`src/rtl/aes_block_loader_if.sv`:
```
// Word-serial handshake between the key/plaintext source and the AES block loader.
interface aes_block_loader_if;
  logic [31:0] word_in;
  logic        word_valid;
  logic        word_is_key;
  logic        word_ready;

  modport master (
    output word_in,
    output word_valid,
    output word_is_key,
    input  word_ready
  );

  modport slave (
    input  word_in,
    input  word_valid,
    input  word_is_key,
    output word_ready
  );
endinterface

```
`src/rtl/aes_block_loader.sv`:
```
// Assembles 32-bit key/plaintext words into AES-128 blocks and issues the
// one-cycle launch pulse that enables the initial AddRoundKey stage.
module aes_block_loader (
  input  logic                 clk,
  input  logic                 rst,
  aes_block_loader_if.slave    wif,
  input  logic                 cipher_busy_i,
  output logic [127:0]         data_block_o,
  output logic [127:0]         key_block_o,
  output logic                 key_loaded_o,
  output logic                 launch_o,
  output logic                 seq_error_o
);

  localparam logic [2:0] S_IDLE   = 3'd0;
  localparam logic [2:0] S_KEY    = 3'd1;
  localparam logic [2:0] S_DATA   = 3'd2;
  localparam logic [2:0] S_PEND   = 3'd3;
  localparam logic [2:0] S_LAUNCH = 3'd4;

  logic [2:0]   state_q,      state_d;
  logic [1:0]   key_cnt_q,    key_cnt_d;
  logic [1:0]   data_cnt_q,   data_cnt_d;
  logic [127:0] key_q,        key_d;
  logic [127:0] data_q,       data_d;
  logic         key_loaded_q, key_loaded_d;
  logic         seq_err_q,    seq_err_d;
  logic         ready;
  logic         accept;

  // Big-endian slice placement: word 0 lands in [127:96].
  function automatic logic [127:0] put_word(input logic [127:0] blk,
                                            input logic [1:0]   idx,
                                            input logic [31:0]  w);
    logic [127:0] r;
    r = blk;
    case (idx)
      2'd0:    r[127:96] = w;
      2'd1:    r[95:64]  = w;
      2'd2:    r[63:32]  = w;
      default: r[31:0]   = w;
    endcase
    return r;
  endfunction

  assign ready = !rst && ((state_q == S_IDLE) || (state_q == S_KEY) || (state_q == S_DATA));
  assign accept = wif.word_valid && ready;
  assign wif.word_ready = ready;

  always_comb begin
    state_d      = state_q;
    key_cnt_d    = key_cnt_q;
    data_cnt_d   = data_cnt_q;
    key_d        = key_q;
    data_d       = data_q;
    key_loaded_d = key_loaded_q;
    seq_err_d    = seq_err_q;
    case (state_q)
      S_IDLE: begin
        if (accept) begin
          if (wif.word_is_key) begin
            key_d        = put_word(key_q, 2'd0, wif.word_in);
            key_cnt_d    = 2'd1;
            key_loaded_d = 1'b0;
            state_d      = S_KEY;
          end else if (key_loaded_q) begin
            data_d     = put_word(data_q, 2'd0, wif.word_in);
            data_cnt_d = 2'd1;
            state_d    = S_DATA;
          end else begin
            seq_err_d = 1'b1;
          end
        end
      end
      S_KEY: begin
        if (accept) begin
          if (wif.word_is_key) begin
            key_d = put_word(key_q, key_cnt_q, wif.word_in);
            if (key_cnt_q == 2'd3) begin
              key_loaded_d = 1'b1;
              key_cnt_d    = 2'd0;
              state_d      = S_IDLE;
            end else begin
              key_cnt_d = key_cnt_q + 2'd1;
            end
          end else begin
            seq_err_d = 1'b1;
            key_cnt_d = 2'd0;
            state_d   = S_IDLE;
          end
        end
      end
      S_DATA: begin
        if (accept) begin
          if (!wif.word_is_key) begin
            data_d = put_word(data_q, data_cnt_q, wif.word_in);
            if (data_cnt_q == 2'd3) begin
              data_cnt_d = 2'd0;
              state_d    = S_PEND;
            end else begin
              data_cnt_d = data_cnt_q + 2'd1;
            end
          end else begin
            seq_err_d  = 1'b1;
            data_cnt_d = 2'd0;
            state_d    = S_IDLE;
          end
        end
      end
      S_PEND: begin
        if (!cipher_busy_i) state_d = S_LAUNCH;
      end
      S_LAUNCH: state_d = S_IDLE;
      default:  state_d = S_IDLE;
    endcase
  end

  always_ff @(posedge clk) begin
    if (rst) begin
      state_q      <= S_IDLE;
      key_cnt_q    <= '0;
      data_cnt_q   <= '0;
      key_q        <= '0;
      data_q       <= '0;
      key_loaded_q <= 1'b0;
      seq_err_q    <= 1'b0;
    end else begin
      state_q      <= state_d;
      key_cnt_q    <= key_cnt_d;
      data_cnt_q   <= data_cnt_d;
      key_q        <= key_d;
      data_q       <= data_d;
      key_loaded_q <= key_loaded_d;
      seq_err_q    <= seq_err_d;
    end
  end

  assign data_block_o = data_q;
  assign key_block_o  = key_q;
  assign key_loaded_o = key_loaded_q;
  assign launch_o     = (state_q == S_LAUNCH);
  assign seq_error_o  = seq_err_q;

endmodule
```
`src/flat_wrapper.sv`:
```
// flat-port wrapper written by rule: the top's interface ports become plain ports
module aes_block_loader_flat 
  (clk, rst, cipher_busy_i, data_block_o, key_block_o, key_loaded_o, launch_o, seq_error_o, wif_word_in, wif_word_valid, wif_word_is_key, wif_word_ready);
  aes_block_loader_if wif_i ();
  input  logic clk;
  input  logic rst;
  input  logic cipher_busy_i;
  output logic [127:0] data_block_o;
  output logic [127:0] key_block_o;
  output logic key_loaded_o;
  output logic launch_o;
  output logic seq_error_o;
  input wire logic [$bits(wif_i.word_in)-1:0] wif_word_in;
  input wire logic [$bits(wif_i.word_valid)-1:0] wif_word_valid;
  input wire logic [$bits(wif_i.word_is_key)-1:0] wif_word_is_key;
  output wire logic [$bits(wif_i.word_ready)-1:0] wif_word_ready;
  assign wif_i.word_in = wif_word_in;
  assign wif_i.word_valid = wif_word_valid;
  assign wif_i.word_is_key = wif_word_is_key;
  assign wif_word_ready = wif_i.word_ready;
  aes_block_loader u_core (.clk(clk), .rst(rst), .wif(wif_i), .cipher_busy_i(cipher_busy_i), .data_block_o(data_block_o), .key_block_o(key_block_o), .key_loaded_o(key_loaded_o), .launch_o(launch_o), .seq_error_o(seq_error_o));
endmodule
```
`config.mk`:
```
export PLATFORM = sky130hd
export DESIGN_NAME = aes_block_loader_flat
export DESIGN_NICKNAME = d
export VERILOG_FILES = /design/src/rtl/aes_block_loader_if.sv /design/src/rtl/aes_block_loader.sv /design/src/flat_wrapper.sv
export SDC_FILE = /design/constraint.sdc
export NUM_CORES = 1
export LEC_CHECK = 0
export ABC_AREA = 1
export CORE_AREA = 4 4 190 192
export DETAILED_ROUTE_END_ITERATION = 10
export DIE_AREA = 0 0 194 196
export GPL_TIMING_DRIVEN = 0
export SETUP_SLACK_MARGIN = 0.1
export SYNTH_ARGS = -nofsm -noshare
export SYNTH_HDL_FRONTEND = slang
export SYNTH_SLANG_ARGS = --single-unit
```
`constraint.sdc`:
```
create_clock -name clk -period 1.53 [get_ports clk]
set_clock_uncertainty 0.05 [all_clocks]
set_input_delay 0.306 -clock clk [delete_from_list [all_inputs] [get_ports clk]]
set_output_delay 0.306 -clock clk [all_outputs]
set_load 0.01 [all_outputs]
```
==> run metrics <==
die width=194 µm; Yosys warnings=0; CTS Sinks=265; Synth area leader=dfxtp_1; CP arrival=2.35 ns; Cell Chain, Critical Path=buf_6 > buf_6 > o211ai_1 > buf_4 > nor2_4 > inv_2 > nor2_4 > buf_12 > buf_6 > buf_8 > nor2_1 > nor2_1; DRT Pass-1 Iters=5; max-cap viol count=0; crit end category=register; worst skew pair latency=0.56 ns; Layout area overhead=70.3%; reg2reg start=u_core.state_q[1]$_SDFFE_PP0P_; clock-pin slew on the worst setup and hold paths=0.06 ns; Net Count, Synth=1387; number of synthesized register bits=265; Avg Inst Size Synth=7.60 µm²; Fmax=526 MHz; synthesized area=0.0102 mm²; total gr overflow=0; PnR worst setup slack=-0.371 ns; status=finished, violations left; sequential fraction of the synthesis area=0.521; largest net degree at the start of global routing=16; row count=68; Die H=196 µm; CP peak stage delay=0.40 ns; Worst-Margin Slew=1.09 ns; layout cells sized above 1=0.525; number of global-route vias before repair=10616; Tmin final=1.90 ns; Placement Setup Slack=-1.67 ns; relative slew slack=0.271; top post-synthesis cells by count=337 x nor2_1, 319 x nand2_1, 265 x dfxtp_1; GPL Wtd Cong=0.832; hpwl dp=28900 µm; via count=10705; Final Hold Viols=0; Mapped Cells=1340; Die ar.=0.0380 mm²; average vias per placed instance=4.70; antenna fix cells=0; Leak Pwr=0.00780 µW; unrepaired setup endpoints after global routing=true; DRC viols=0; First DRT Iteration DRCs=486; critical path's slowest cell=dfxtp_4; Starting Density=0.296; Port Buffers=295; critical hold path startpoint=wif_word_is_key; Final Setup Violations=264; Final period util=1.24; fraction of registers with async set/reset=0; first-pass GRT wire length=64900 µm; Req. time, crit path=1.97 ns; failing checks=setup timing; power per cell area=964 mW/mm²; count leader, synth=nor2_1; GR Util All Layers=0.218; initial antenna violation count=0; VDD IR max=756 µV; CP Max Fanout=5; CORE AREA=0.0344 mm²; Hold/Removal Path Class=input pin to register; clk root buf=clkbuf_16; Top FF cell, synth=dfxtp_1; Crit Path Class=register to register; TritonCTS clock tree=done; number of synthesized flops with an enable pin=0; Final Slew Violations=0; Worst Setup Start Kind=register; setup tns final=-67.52 ns; I/O Pins=297; H-tree lvl count=1; WL final=45200 µm; Netlist cell types=30; Tot Pwr=16700 µW; top cells by area, synth=dfxtp_1 52%, nor2_1 12%, nand2_1 12%; Avg WL per Cell=19.8 µm; clock buffer depth=3; share of Yosys cell area claimed by the top area cell type=0.521; Filler cells=3296; crit-path most repeated cell=buf_6; worst setup path start=u_core.state_q[1]$_SDFFE_PP0P_; ANT nets after route=0; Num CTS Buffers=31; fin nets=1845
## flip-flops by register name (all words and copies together), names as in the netlist
signal               flops
u_core.data_block_o    128
u_core.key_block_o     128
u_core.state_q           3
u_core.data_cnt_q        2
u_core.key_cnt_q         2
u_core.key_loaded_o      1
u_core.seq_error_o       1
## placed cells by master (no fill, tap or decap), types with 35 or more instances in the layout
cell and count:
a21oi_1 41, a21oi_2 59, buf_2 67, buf_4 84
buf_6 93, buf_8 39, clkbuf_16 35, clkbuf_2 114
dfxtp_1 104, dfxtp_2 155, inv_1 45, nand2_1 244
nand2_2 68, nand4_1 35, nor2_1 296, nor2_2 36
o21ai_2 69
## final timing paths
path	cells past startpoint	to	slack (ns)
setup / recovery	12	u_core.data_block_o[125]$_SDFFE_PP0P_	-0.37
hold / removal	4	u_core.data_cnt_q[0]$_SDFFE_PP0P_	0.20
setup reg to reg	12	u_core.data_block_o[125]$_SDFFE_PP0P_	-0.37
hold reg to reg	2	u_core.seq_error_o$_SDFFE_PP0P_	0.41
## through the flow
stage / area, µm² / hold slack (ns) / cells / util
finish: 17300 / 0.199 / 2278 / 0.505
global route: 17300 / 0.254 / 2278 / 0.505
CTS: 16900 / 0.185 / 2251 / 0.491
detailed placement: 13800 / 0.397 / 2090 / 0.401
global placement: 13800 / 0.391 / 2090 / 0.401
floorplan: 10300 / 0.325 / 1340 / -
## logic make-up after synthesis
logic type / count (synthesis) / share of synthesized area
flip-flops: 265 / 0.521
buffers and inverters: 143 / 0.0805
adder cells (fa/ha/maj): 10 / 0.0123
AO/OA/AOI/OAI: 205 / 0.103
AND/OR/NAND/NOR: 717 / 0.284
## worst max-delay path, delay by kind of cell (launching register included)
kind	cells	cell delay (ns)
and+or+nand+nor	4	0.47
AOI/OAI and AO/OA	1	0.09
DFF	1	0.40
buffers and inverters	7	0.80
## what timing repair did
| item | in CTS | in global routing |
|---|---|---|
| hold endpoints to repair | 3 | 0 |
| buffers inserted | 75 | 29 |
| gates resized for setup | 544 | 1012 |
| gates cloned | 29 | 5 |
| pin swaps | 80 | 81 |
| hold buffers | 1 | 0 |
| setup endpoints to repair | 523 | 510 |
## routing by layer
metal | vias to the layer above | track usage | wire length, µm
li1 | 5167 | - | -
met1 | 5132 | 0.280 | 19600
met2 | 332 | 0.375 | 21700
met3 | 74 | 0.0471 | 2790
met4 | 0 | 0.0586 | 1110
met5 | - | 0 | 0
## area by class of cell
| class | instances | area (µm²) | area share |
|---|---|---|---|
| sequential | 265 | 5520 | 0.318 |
| multi-input combinational | 932 | 5130 | 0.296 |
| timing repair buffer | 426 | 3880 | 0.224 |
| buffer | 87 | 970 | 0.0559 |
| clock buffer | 39 | 846 | 0.0488 |
| tap | 455 | 569 | 0.0328 |
| inverter | 55 | 218 | 0.0126 |
| clock inverter | 19 | 214 | 0.0123 |
## where the power goes
group / switching (µW) / total (µW) / internal [µW]
logic: 1130 / 1890 / 762
clock network: 3100 / 7700 / 4600
registers: 100 / 7130 / 7030
total: 4330 / 16700 / 12400
No activity file was read; power rests on OpenSTA's default activity.
